===== src/rtl/calc_pkg.sv =====
// calc_pkg: shared opcode, state and error encodings for the calculator sequencer
package calc_pkg;
  typedef enum logic [2:0] {
    OP_ADD = 3'd0,
    OP_SUB = 3'd1,
    OP_AND = 3'd2,
    OP_OR  = 3'd3,
    OP_XOR = 3'd4,
    OP_MUL = 3'd5,
    OP_DIV = 3'd6,
    OP_ILL = 3'd7
  } calc_op_e;
  typedef enum logic [2:0] {ST_IDLE, ST_EXEC, ST_WAIT, ST_WB, ST_RSP} calc_state_e;
  typedef enum logic [1:0] {ERR_OK, ERR_DIVZ, ERR_TMO, ERR_ILL} calc_err_e;
  function automatic logic is_multicycle(input logic [2:0] op);
    return op == OP_MUL || op == OP_DIV;
  endfunction
endpackage


===== src/rtl/calc_wait_timer.sv =====
// calc_wait_timer: WAIT-state cycle counter with clear, enable and terminal-count flag
module calc_wait_timer #(
  parameter int TIMEOUT = 16,
  parameter int CNT_WIDTH = $clog2(TIMEOUT + 1)
) (
  input  logic                 l_clk,
  input  logic                 ff_rst,
  input  logic                 clr,
  input  logic                 en,
  output logic [CNT_WIDTH-1:0] cnt,
  output logic                 tc
);
  assign tc = cnt == CNT_WIDTH'(TIMEOUT - 1);
  always_ff @(posedge l_clk or posedge ff_rst)
    if (ff_rst) cnt <= '0;
    else if (clr) cnt <= '0;
    else if (en) cnt <= cnt + 1'b1;
endmodule


===== src/rtl/calc_seq_ctrl.sv =====
// calc_seq_ctrl: command sequencer for the calculator datapath; CALC_ACC_EN adds cmd_acc/acc_sel chaining
module calc_seq_ctrl
  import calc_pkg::*;
#(
  parameter int DATA_WIDTH = 32,
  parameter int OP_WIDTH = 3,
  parameter int TIMEOUT = 16,
  parameter int CNT_WIDTH = $clog2(TIMEOUT + 1)
) (
  input  logic                  l_clk,
  input  logic                  ff_rst,
  input  logic                  cmd_valid,
  output logic                  cmd_ready,
  input  logic [OP_WIDTH-1:0]   cmd_op,
  input  logic [DATA_WIDTH-1:0] cmd_b,
`ifdef CALC_ACC_EN
  input  logic                  cmd_acc,
  output logic                  acc_sel,
`endif
  output logic                  opa_en,
  output logic                  opb_en,
  output logic                  res_en,
  output logic [OP_WIDTH-1:0]   alu_op,
  output logic                  alu_start,
  input  logic                  alu_done,
  output logic                  rsp_valid,
  input  logic                  rsp_ready,
  output logic [1:0]            rsp_err
);
  calc_state_e state;
  logic [CNT_WIDTH-1:0] cnt;
  logic tc, accept, ill, divz, go;
  assign accept = cmd_valid && cmd_ready;
  assign ill = cmd_op == OP_WIDTH'(OP_ILL);
  assign divz = cmd_op == OP_WIDTH'(OP_DIV) && cmd_b == '0;
  assign go = accept && !ill && !divz;
  assign opa_en = go;
  assign opb_en = go;
`ifdef CALC_ACC_EN
  assign acc_sel = go && cmd_acc;
`endif
  calc_wait_timer #(.TIMEOUT(TIMEOUT), .CNT_WIDTH(CNT_WIDTH)) u_timer (
    .l_clk (l_clk),
    .ff_rst(ff_rst),
    .clr   (state == ST_EXEC),
    .en    (state == ST_WAIT),
    .cnt   (cnt),
    .tc    (tc)
  );
  always_ff @(posedge l_clk or posedge ff_rst)
    if (ff_rst) begin
      state     <= ST_IDLE;
      cmd_ready <= 1'b1;
      alu_start <= 1'b0;
      res_en    <= 1'b0;
      rsp_valid <= 1'b0;
      alu_op    <= '0;
      rsp_err   <= ERR_OK;
    end else begin
      alu_start <= 1'b0;
      res_en    <= 1'b0;
      case (state)
        ST_IDLE:
          if (accept) begin
            cmd_ready <= 1'b0;
            if (ill || divz) begin
              rsp_err   <= ill ? ERR_ILL : ERR_DIVZ;
              rsp_valid <= 1'b1;
              state     <= ST_RSP;
            end else begin
              rsp_err   <= ERR_OK;
              alu_op    <= cmd_op;
              alu_start <= 1'b1;
              state     <= ST_EXEC;
            end
          end
        ST_EXEC:
          if (is_multicycle(alu_op)) state <= ST_WAIT;
          else begin
            res_en <= 1'b1;
            state  <= ST_WB;
          end
        ST_WAIT:
          if (alu_done) begin
            res_en <= 1'b1;
            state  <= ST_WB;
          end else if (tc) begin
            rsp_err   <= ERR_TMO;
            rsp_valid <= 1'b1;
            state     <= ST_RSP;
          end
        ST_WB: begin
          rsp_err   <= ERR_OK;
          rsp_valid <= 1'b1;
          state     <= ST_RSP;
        end
        ST_RSP:
          if (rsp_ready) begin
            rsp_valid <= 1'b0;
            cmd_ready <= 1'b1;
            state     <= ST_IDLE;
          end
        default: state <= ST_IDLE;
      endcase
    end
endmodule


===== config.mk =====
export PLATFORM = sky130hd
export DESIGN_NAME = calc_seq_ctrl
export DESIGN_NICKNAME = d
export VERILOG_FILES = /design/src/rtl/calc_pkg.sv /design/src/rtl/calc_wait_timer.sv /design/src/rtl/calc_seq_ctrl.sv
export SDC_FILE = /design/constraint.sdc
export NUM_CORES = 1
export LEC_CHECK = 0
export CAP_MARGIN = 5
export CORE_MARGIN = 2
export CORE_UTILIZATION = 42
export DETAILED_ROUTE_END_ITERATION = 8
export GPL_ROUTABILITY_DRIVEN = 1
export PLACE_DENSITY = 0.82
export REMOVE_ABC_BUFFERS = 1
export SYNTH_ARGS = -nofsm -noshare
export SYNTH_HDL_FRONTEND = slang
export SYNTH_SLANG_ARGS = --single-unit
export TNS_END_PERCENT = 1

===== constraint.sdc =====
create_clock -name l_clk -period 4.72 [get_ports l_clk]
set_clock_uncertainty 0.2 [all_clocks]
set_input_delay 0.472 -clock l_clk [delete_from_list [all_inputs] [get_ports l_clk]]
set_output_delay 0.472 -clock l_clk [all_outputs]
set_load 0.02 [all_outputs]

# Yosys cells after proc, flatten, opt, wreduce, memory -nomap -nowiden

Cells that the tools add are included.

Input port bits: 40
Register bits: 17
Output and inout bits: 11

Eq/ne operators: 15
Bitwise operators: 1
Multiplexer cells: 30
$add $sub $neg: 1
Reductions and logical operators: 19

Operator list:

| operator                                       | count |
|---|---|
| zero test 32 bit                               | 1 |
| == test 3 bit (second input constant)          | 5 |
| two-way mux 3 bit                              | 5 |
| case mux 3 bit (5 select lines)                | 1 |
| two-way mux 1 bit                              | 13 |
| two-way mux 2 bit                              | 5 |
| two-way mux 5 bit                              | 2 |
| inequality test 2 bit (second input constant)  | 5 |
| AND reduction 3 bit                            | 3 |
| == test 3 x 2 -> 1 bit (second input constant) | 2 |
| case mux 2 bit (3 select lines)                | 1 |
| AND reduction 6 bit                            | 1 |
| adder 5 x 1 -> 5 bit (second input constant)   | 1 |
| == test 5 x 4 -> 1 bit (second input constant) | 1 |
| logical AND 1 bit                              | 4 |
| case mux 1 bit (2 select lines)                | 2 |
| case mux 1 bit (4 select lines)                | 1 |
| AND reduction 4 bit                            | 1 |
| nonzero test 2 bit                             | 2 |
| nonzero test 4 bit                             | 1 |
| == test 3 x 1 -> 1 bit (second input constant) | 1 |
| zero test 3 bit                                | 1 |
| inequality test 3 bit (second input constant)  | 1 |
| nonzero test 3 bit                             | 1 |
| other kinds (3)                                | 5 |

# Longest topological paths before layout

Gate-level depths: netlist (run 1).

Depth in word-level cells: 6
Mapped depth: 8
Gate-level depth less buffers: 8

# By module

Synthesis (run 1) repeated with hierarchy kept, for this count alone.

Cells, all modules: 103
Area, all modules: 979.7 um^2

Modules (own cells, without submodules):

| module          | area each (um^2) | cells each | instances |
|---|---|---|---|
| calc_seq_ctrl   | 696.9            | 79         | 1 |
| calc_wait_timer | 282.8            | 24         | 1 |

# Least setup slack after synthesis (run 1)

No wires, ideal clock.

Path type: in2out
Start: input port cmd_b[29]
End: output port opb_en
Stages on the path: 6
Data required time: 4.048 ns
Setup slack: 2.371 ns
Path buffers: 1
Data arrival time: 1.677 ns
Cells stage by stage: nor4_1 > nand4_1 > nor3_4 > nor2_1 > and3_1 > buf_4

Cells in the longest elaborated chain, start to end: 4

RTL lines:

| what              | line                | RTL |
|---|---|---|
| start, declared   | calc_seq_ctrl.sv:15 | `input logic [DATA_WIDTH-1:0] cmd_b,` |
| zero test 32 bit  | calc_seq_ctrl.sv:35 | `assign divz = cmd_op == OP_WIDTH'(OP_DIV) && cmd_b == '0;` |
| logical AND 1 bit | calc_seq_ctrl.sv:35 |  |
| zero test 1 bit   | calc_seq_ctrl.sv:36 | `assign go = accept && !ill && !divz;` |
| logical AND 1 bit | calc_seq_ctrl.sv:36 |  |
| end, declared     | calc_seq_ctrl.sv:21 | `output logic opb_en,` |

No other way between the ends.

# Worst setup path in the final report (run 1)

Start: input port cmd_op[0]
End: output port opb_en

Cells in the longest elaborated chain, start to end: 4
Elaborated cells on any way between the ends: 7
Classes of those cells: eq/ne: 2; reduce/logical: 5

RTL lines:

| what                                                 | line                                     | RTL |
|---|---|---|
| start, declared                                      | calc_seq_ctrl.sv:14                      | `input logic [OP_WIDTH-1:0] cmd_op,` |
| == test 3 bit (on tied branches)                     | calc_seq_ctrl.sv:34, calc_seq_ctrl.sv:35 |  |
| zero test 1 bit or logical AND 1 bit (tied branches) | calc_seq_ctrl.sv:36, calc_seq_ctrl.sv:35 |  |
| logical AND 1 bit or zero test 1 bit (tied branches) | calc_seq_ctrl.sv:36                      |  |
| logical AND 1 bit (*)                                | calc_seq_ctrl.sv:36                      |  |

Mark *: on every way between the ends. The rest lies on a longest branch, timed or not.

==> flow_summary_export.csv, run 1 <==
group,metric,value,unit
cells_and_area,fillers,179,
synth,synthTopCellsByArea,"dfrtp_1 41%, a21oi_1 7.7%, nor4_1 5.2%, o21ai_0 4.6%, mux2_4 4.6%",
timing,tightest_slew,0.634,ns
drt,vias,1005,
synth,yosysWarnings,0,
timing,setup_tns,0,ns
clock_network,cts_sinks,17,
global_route,globalRouteMet1Util,24.8,%
global_route,antenna_found_initial,0,
placement,detailedPlacementHpwl,1920,um
setup_path,r2r-end,"state[2]$_DFFE_PP0P_",
worst_hold_path,hp-start,"rsp_valid$_DFFE_PP0P_",
timing,rsz0062_at_grt,"no",
drt,ant_nets,0,
setup_path,crit_type,"input port to output port",
placement,port_buffers,50,
global_route,grt_start_max_net_pins,18,
die,die_x,52.1,um
cells_and_area,final_common_cell,"clkdlybuf4s50_1",
setup_path,critical_path.cell_chain,"clkdlybuf4s50_1 > nor4_1 > nand4_1 > nor3_4 > nor2_1 > and3_1 > clkdlybuf4s50_1",
clock_network,cts_buffers,3,
power,power_density,409,nW/um^2
synth,synth_top_area_share,41.2,%
drt,wirelength,2390,um
synth,synthArstFlopShare,100,%
cells_and_area,final_nets,198,
setup_path,slowest_stage,"clkdlybuf4s50_1",
global_route,grt.busiest_layer,"met2",
synth,ys_seq_area_share,43.9,%
synth,ys_types,30,
run,max-cap-violations,0,
clock_network,cts_hold_buf,0,
timing,report.final.slew_viol_count,0,
synth,synth_top_cell_by_area,"dfrtp_1",
drt,drcViolationCount,0,
global_route,grtUsageMet3,5.75,%
clock_network,htree_levels,1,
timing,min_period_over_period,68.2,%
clock_network,clock-root-buffer,"clkbuf_4",
power,p_leak,0.000624,uW
setup_path,worstPathMaxFanout,3,
synth,dominantRegCellSynth,"dfrtp_1",
drt,wl_per_cell,13.1,um
global_route,grt_pass1_wl,4150,um
die,rows,17,
setup_path,crit_arrival,2.55,ns
global_route,use_met2,35.9,%
setup_path,r2r.worst_path.cells,8,
power,peakVddDrop,0.000225,V
drt,viasPerCell,5.49,
synth,synth_edf_count,0,
cells_and_area,drive_gt1_share,7.10,%
setup_path,critPathBufInv,2,
setup_path,crit_top_cell,"clkdlybuf4s50_1",
timing,setup_viol,0,
setup_path,rrSetupSlack,2.51,ns
clock_network,cts_resized,0,
cells_and_area,antennaDiodeCount,0,
synth,synthCells,104,
setup_path,cp.required,4.05,ns
setup_path,start_kind,"input port",
die,ios,51,
placement,gp_routability_congestion,0.763,
setup_path,crit_family,"simple AND/OR/NAND/NOR gates",
clock_network,clkTransAtPathRegs,0.10,ns
cells_and_area,area_delta_synth_final,56.3,%
outcome,status,"completed",
cells_and_area,final_cell_mix,"50 x clkdlybuf4s50_1, 16 x dfrtp_1, 15 x a21oi_1",
setup_path,cp-end-kind,"output port",
clock_network,cts_tree,"built",
clock_network,postCtsSetupRepairBufs,0,
die,initial_core_util,44.3,%
die,die_area,2710,um^2
drt,dr.first_iter.drc_count,17,
timing,relSlewSlack,57.7,%
setup_path,rr_startpoint,"u_timer.cnt[0]$_DFFE_PP0P_",
worst_hold_path,min_to,"rsp_valid$_DFFE_PP0P_",
synth,avgSynthCellArea,9.34,um^2
die,dieHeight,52.1,um
global_route,grt_pass1_vias,971,
timing,hold_viol,0,
timing,final.min_clock_period,3.22,ns
cells_and_area,final_core_util,69.3,%
worst_hold_path,hold_class,"register to register",
worst_hold_path,holdPathStages,2,
synth,synth_area,971,um^2
synth,ys_seq_elements,17,
global_route,overflow,0,
clock_network,clock_path_buffers,2,
setup_path,max_stage_delay,0.56,ns
power,total_power,621,uW
global_route,track_usage,20.8,%
timing,fmax,0.311,GHz
drt,dr.pass1.iters,4,
die,fp.coreArea,2190,um^2
clock_network,clk_latency,0.28,ns
## Yosys cell counts (all sizes together) (2+ instances only)
library cell,count
nor3,2
o21ai,9
dfrtp,16
inv,5
nand2b,2
nand4,3
nand2,7
and3,3
nor2,11
nand3,4
nor4,9
a21oi,15
ha,2
clkbuf,2
mux2,3
## tightest hold or removal path, stage by stage (launching register included)
cell	delay (ns)
dfrtp_1	0.37
nand2_1	0.05
nand2_1	0.05
## routing by layer
layer	wire length, um	vias to the layer above	share of wire, %
li1	-	487	-
met1	919	466	38
met2	1220	50	51
met3	222	2	9.3
met4	23	0	0.96
met5	0	-	0
## stage by stage
step | hold WS (ns) | cells | setup slack, ns | area (um^2)
2_1_floorplan | 0.197 | 101 | 2.50 | 956
5_1_grt | 0.328 | 183 | 1.38 | 1520
3_5_place_dp | 0.278 | 179 | 1.47 | 1490
6_report | 0.299 | 183 | 1.50 | 1520
4_1_cts | 0.303 | 183 | 1.48 | 1520
3_3_place_gp | 0.262 | 179 | 1.53 | 1490
## logic make-up (layout without fill, tap and decap cells)
group,count (synthesis),after routing,share of synthesized area [%]
mux,3,3,4.64
compound gates,28,28,15.9
fa+ha+maj,2,2,2.58
xor+xnor,1,1,0.902
simple gates,45,45,28.6
buf+inv,8,59,3.48
flops,17,17,43.9
## area by class of cell
class	instances	area [um^2]	area share [%]
Clock buffer	4	26.3	1.73
Inverter	5	18.8	1.24
Multi-Input combinational cell	79	510	33.6
Sequential cell	17	427	28.1
Tap cell	28	35.0	2.31
Timing Repair Buffer	50	500	33.0
## sequential cells by signal, summed over array words and instances, names as in the netlist
register and count:
alu_op 3, alu_start 1, cmd_ready 1, res_en 1, rsp_err 2, rsp_valid 1, state 3, u_timer.cnt 5
## how the worst max path moves through the flow
| stage | to | slack, ns | from | cells past startpoint |
|---|---|---|---|---|
| 2_1_floorplan | opa_en | 2.50 | cmd_b[29] | 5 |
| 3_3_place_gp | opb_en | 1.53 | cmd_op[0] | 7 |
| 3_5_place_dp | opb_en | 1.47 | cmd_op[0] | 7 |
| 4_1_cts | opb_en | 1.48 | cmd_op[0] | 7 |
| 5_1_grt | opb_en | 1.38 | cmd_op[0] | 7 |
| 6_report | opb_en | 1.50 | cmd_op[0] | 7 |
## report_power, final
group | switching (uW) | internal, uW | total (uW)
registers | 74.4 | 194 | 268
logic | 132 | 145 | 277
clock network | 42.9 | 32.8 | 75.7
Power figures use the tool's default switching activity.
==> run 2: changes to the inputs <==
- CORE_UTILIZATION: 42 -> 39
- PLACE_DENSITY: 0.82 -> 0.77
- clock period: 4.72 -> 3.2 ns (I/O delays scaled with it)
==> flow_summary_export.csv, run 2 (synthesis results as in run 1) <==
group,metric,value,unit
setup_path,crit_type,"input port to output port",
drt,dr.pass1.iters,4,
die,initial_core_util,40.3,%
clock_network,clock_path_buffers,2,
clock_network,cts_resized,0,
drt,wl_per_cell,12.7,um
clock_network,postCtsSetupRepairBufs,0,
die,dieHeight,53.9,um
power,p_comb_share,44.2,%
setup_path,rr_startpoint,"u_timer.cnt[0]$_DFFE_PP0P_",
outcome,status,"completed",
power,netSwitchingPower,371,uW
cells_and_area,final_nets,198,
placement,port_buffers,50,
cells_and_area,largest_reg_flops,5,
die,die_x,53.9,um
global_route,grt_pass1_wl,3770,um
drt,dr.first_iter.drc_count,13,
clock_network,clk_latency,0.29,ns
timing,tightest_slew,0.632,ns
global_route,antenna_found_initial,0,
global_route,grt_pass1_vias,923,
run,max-cap-violations,0,
global_route,grt_start_max_net_pins,18,
timing,relSlewSlack,57.8,%
power,power_report.internal_total,547,uW
timing,min_period_over_period,91.2,%
power,power_density,602,nW/um^2
setup_path,max_stage_delay,0.54,ns
placement,gp_routability_congestion,0.752,
cells_and_area,drive_gt1_share,7.74,%
cells_and_area,final_common_cell,"clkdlybuf4s50_1",
drt,vias,974,
power,switching_share,40.4,%
cells_and_area,ff_latch_area,427,um^2
global_route,overflow,0,
clock_network,cts_sinks,17,
cells_and_area,multiInputGateArea,510,um^2
timing,fmax,0.343,GHz
timing,hold_viol,0,
setup_path,worstPathMaxFanout,3,
power,pwr-share-clk,12.8,%
setup_path,r2r.worst_path.cells,8,
setup_path,cp-end-kind,"output port",
cells_and_area,largest_registers,"u_timer.cnt (5), alu_op (3), state (3)",
cells_and_area,antennaDiodeCount,0,
die,rows,18,
global_route,track_usage,18.4,%
cells_and_area,area_delta_synth_final,57.0,%
power,peakVddDrop,0.000349,V
setup_path,slowest_stage,"clkdlybuf4s50_1",
timing,fin_ws,0.283,ns
timing,setup_tns,0,ns
setup_path,crit_arrival,2.40,ns
power,seq_power_share,43.0,%
cells_and_area,top_register,"u_timer.cnt",
setup_path,crit_top_cell,"clkdlybuf4s50_1",
clock_network,cts_buffers,3,
clock_network,cts_tree,"built",
setup_path,cp.required,2.68,ns
clock_network,cts_hold_buf,0,
drt,drcViolationCount,0,
die,ios,51,
cells_and_area,final_cell_mix,"50 x clkdlybuf4s50_1, 16 x dfrtp_1, 15 x a21oi_1",
drt,viasPerCell,5.26,
drt,wirelength,2350,um
timing,final.min_clock_period,2.92,ns
setup_path,r2r-end,"state[2]$_DFFE_PP0P_",
setup_path,rrSetupSlack,1.03,ns
setup_path,start_kind,"input port",
worst_hold_path,hold_class,"input port to asynchronous set/reset pin",
die,die_area,2900,um^2
timing,report.final.slew_viol_count,0,
placement,place_ws,0.254,ns
timing,setup_viol,0,
drt,ant_nets,0,
clock_network,htree_levels,1,
clock_network,clkTransAtPathRegs,0.11,ns
setup_path,critical_path.cell_chain,"clkdlybuf4s50_1 > nor4_1 > nand4_1 > nor3_4 > nor2_1 > and3_1 > clkdlybuf4s50_1",
placement,detailedPlacementHpwl,1960,um
power,p_leak,0.000623,uW
die,fp.coreArea,2410,um^2
clock_network,clock-root-buffer,"clkbuf_4",
cells_and_area,fillers,195,
timing,rsz0062_at_grt,"no",
[run 2: cell types whose count changed in the layout (fill, tap and decap cells not counted)]
cell        delta
clkbuf_1       -1
clkinvlp_4     +1
[run 2: routing by layer]
layer	share of wire, %	GRT usage (%)	up-vias
li1	-	-	482
met1	40	20.7	447
met2	50	33.3	43
met3	9.0	5.56	2
met4	1.0	5.13	0
met5	0	0	-
[run 2: worst max-delay path: cells and delay by family]
family | cells | cell delay [ns]
AND/OR/NAND/NOR | 5 | 1.08
buffers and inverters | 2 | 0.99
[run 2: power groups by stage]
stage / combinational, uW / clock, uW / sequential [uW]
final: 406 / 117 / 394
after floorplan: 200 / 0 / 419
after global routing: 450 / 129 / 409
after global placement: 401 / 0 / 394
after detailed placement: 409 / 0 / 397
after CTS: 411 / 120 / 393
[run 2: cell type report]
class                      count  share of cell area [%]
multi-input combinational     79                    33.5
timing repair buffer          50                    32.8
clock buffer                   3                    1.48
tap                           30                    2.46
inverter                       5                    1.23
clock inverter                 1                   0.493
sequential                    17                    28.0
[run 2: how the worst max path moves through the flow]
stage,startpoint,endpoint,depth (start not counted),slack [ns]
after CTS,cmd_op[0],opb_en,7,0.25
after global placement,cmd_op[0],opb_en,7,0.36
after global routing,cmd_op[0],opb_en,7,0.16
final,cmd_op[0],opb_en,7,0.28
after floorplan,cmd_b[29],opa_en,5,1.28
after detailed placement,cmd_op[0],opb_en,7,0.25
[run 2: stage by stage]
| step | hold slack (ns) | cells | instance area (um^2) | power, uW | utilization [%] |
|---|---|---|---|---|---|
| floorplan | 0.0453 | 101 | 956 | 620 | - |
| global placement | 0.264 | 181 | 1490 | 795 | 62.0 |
| detailed placement | 0.265 | 181 | 1490 | 806 | 62.0 |
| CTS | 0.219 | 185 | 1520 | 923 | 63.2 |
| global route | 0.271 | 185 | 1520 | 988 | 63.2 |
| finish | 0.197 | 185 | 1520 | 918 | 63.2 |
==> run 3: changes to the inputs <==
- CTS_CLUSTER_DIAMETER: default -> 30
==> results of run 3 <==
No change in the layout: final DEF, timing and power equal those of run 2.
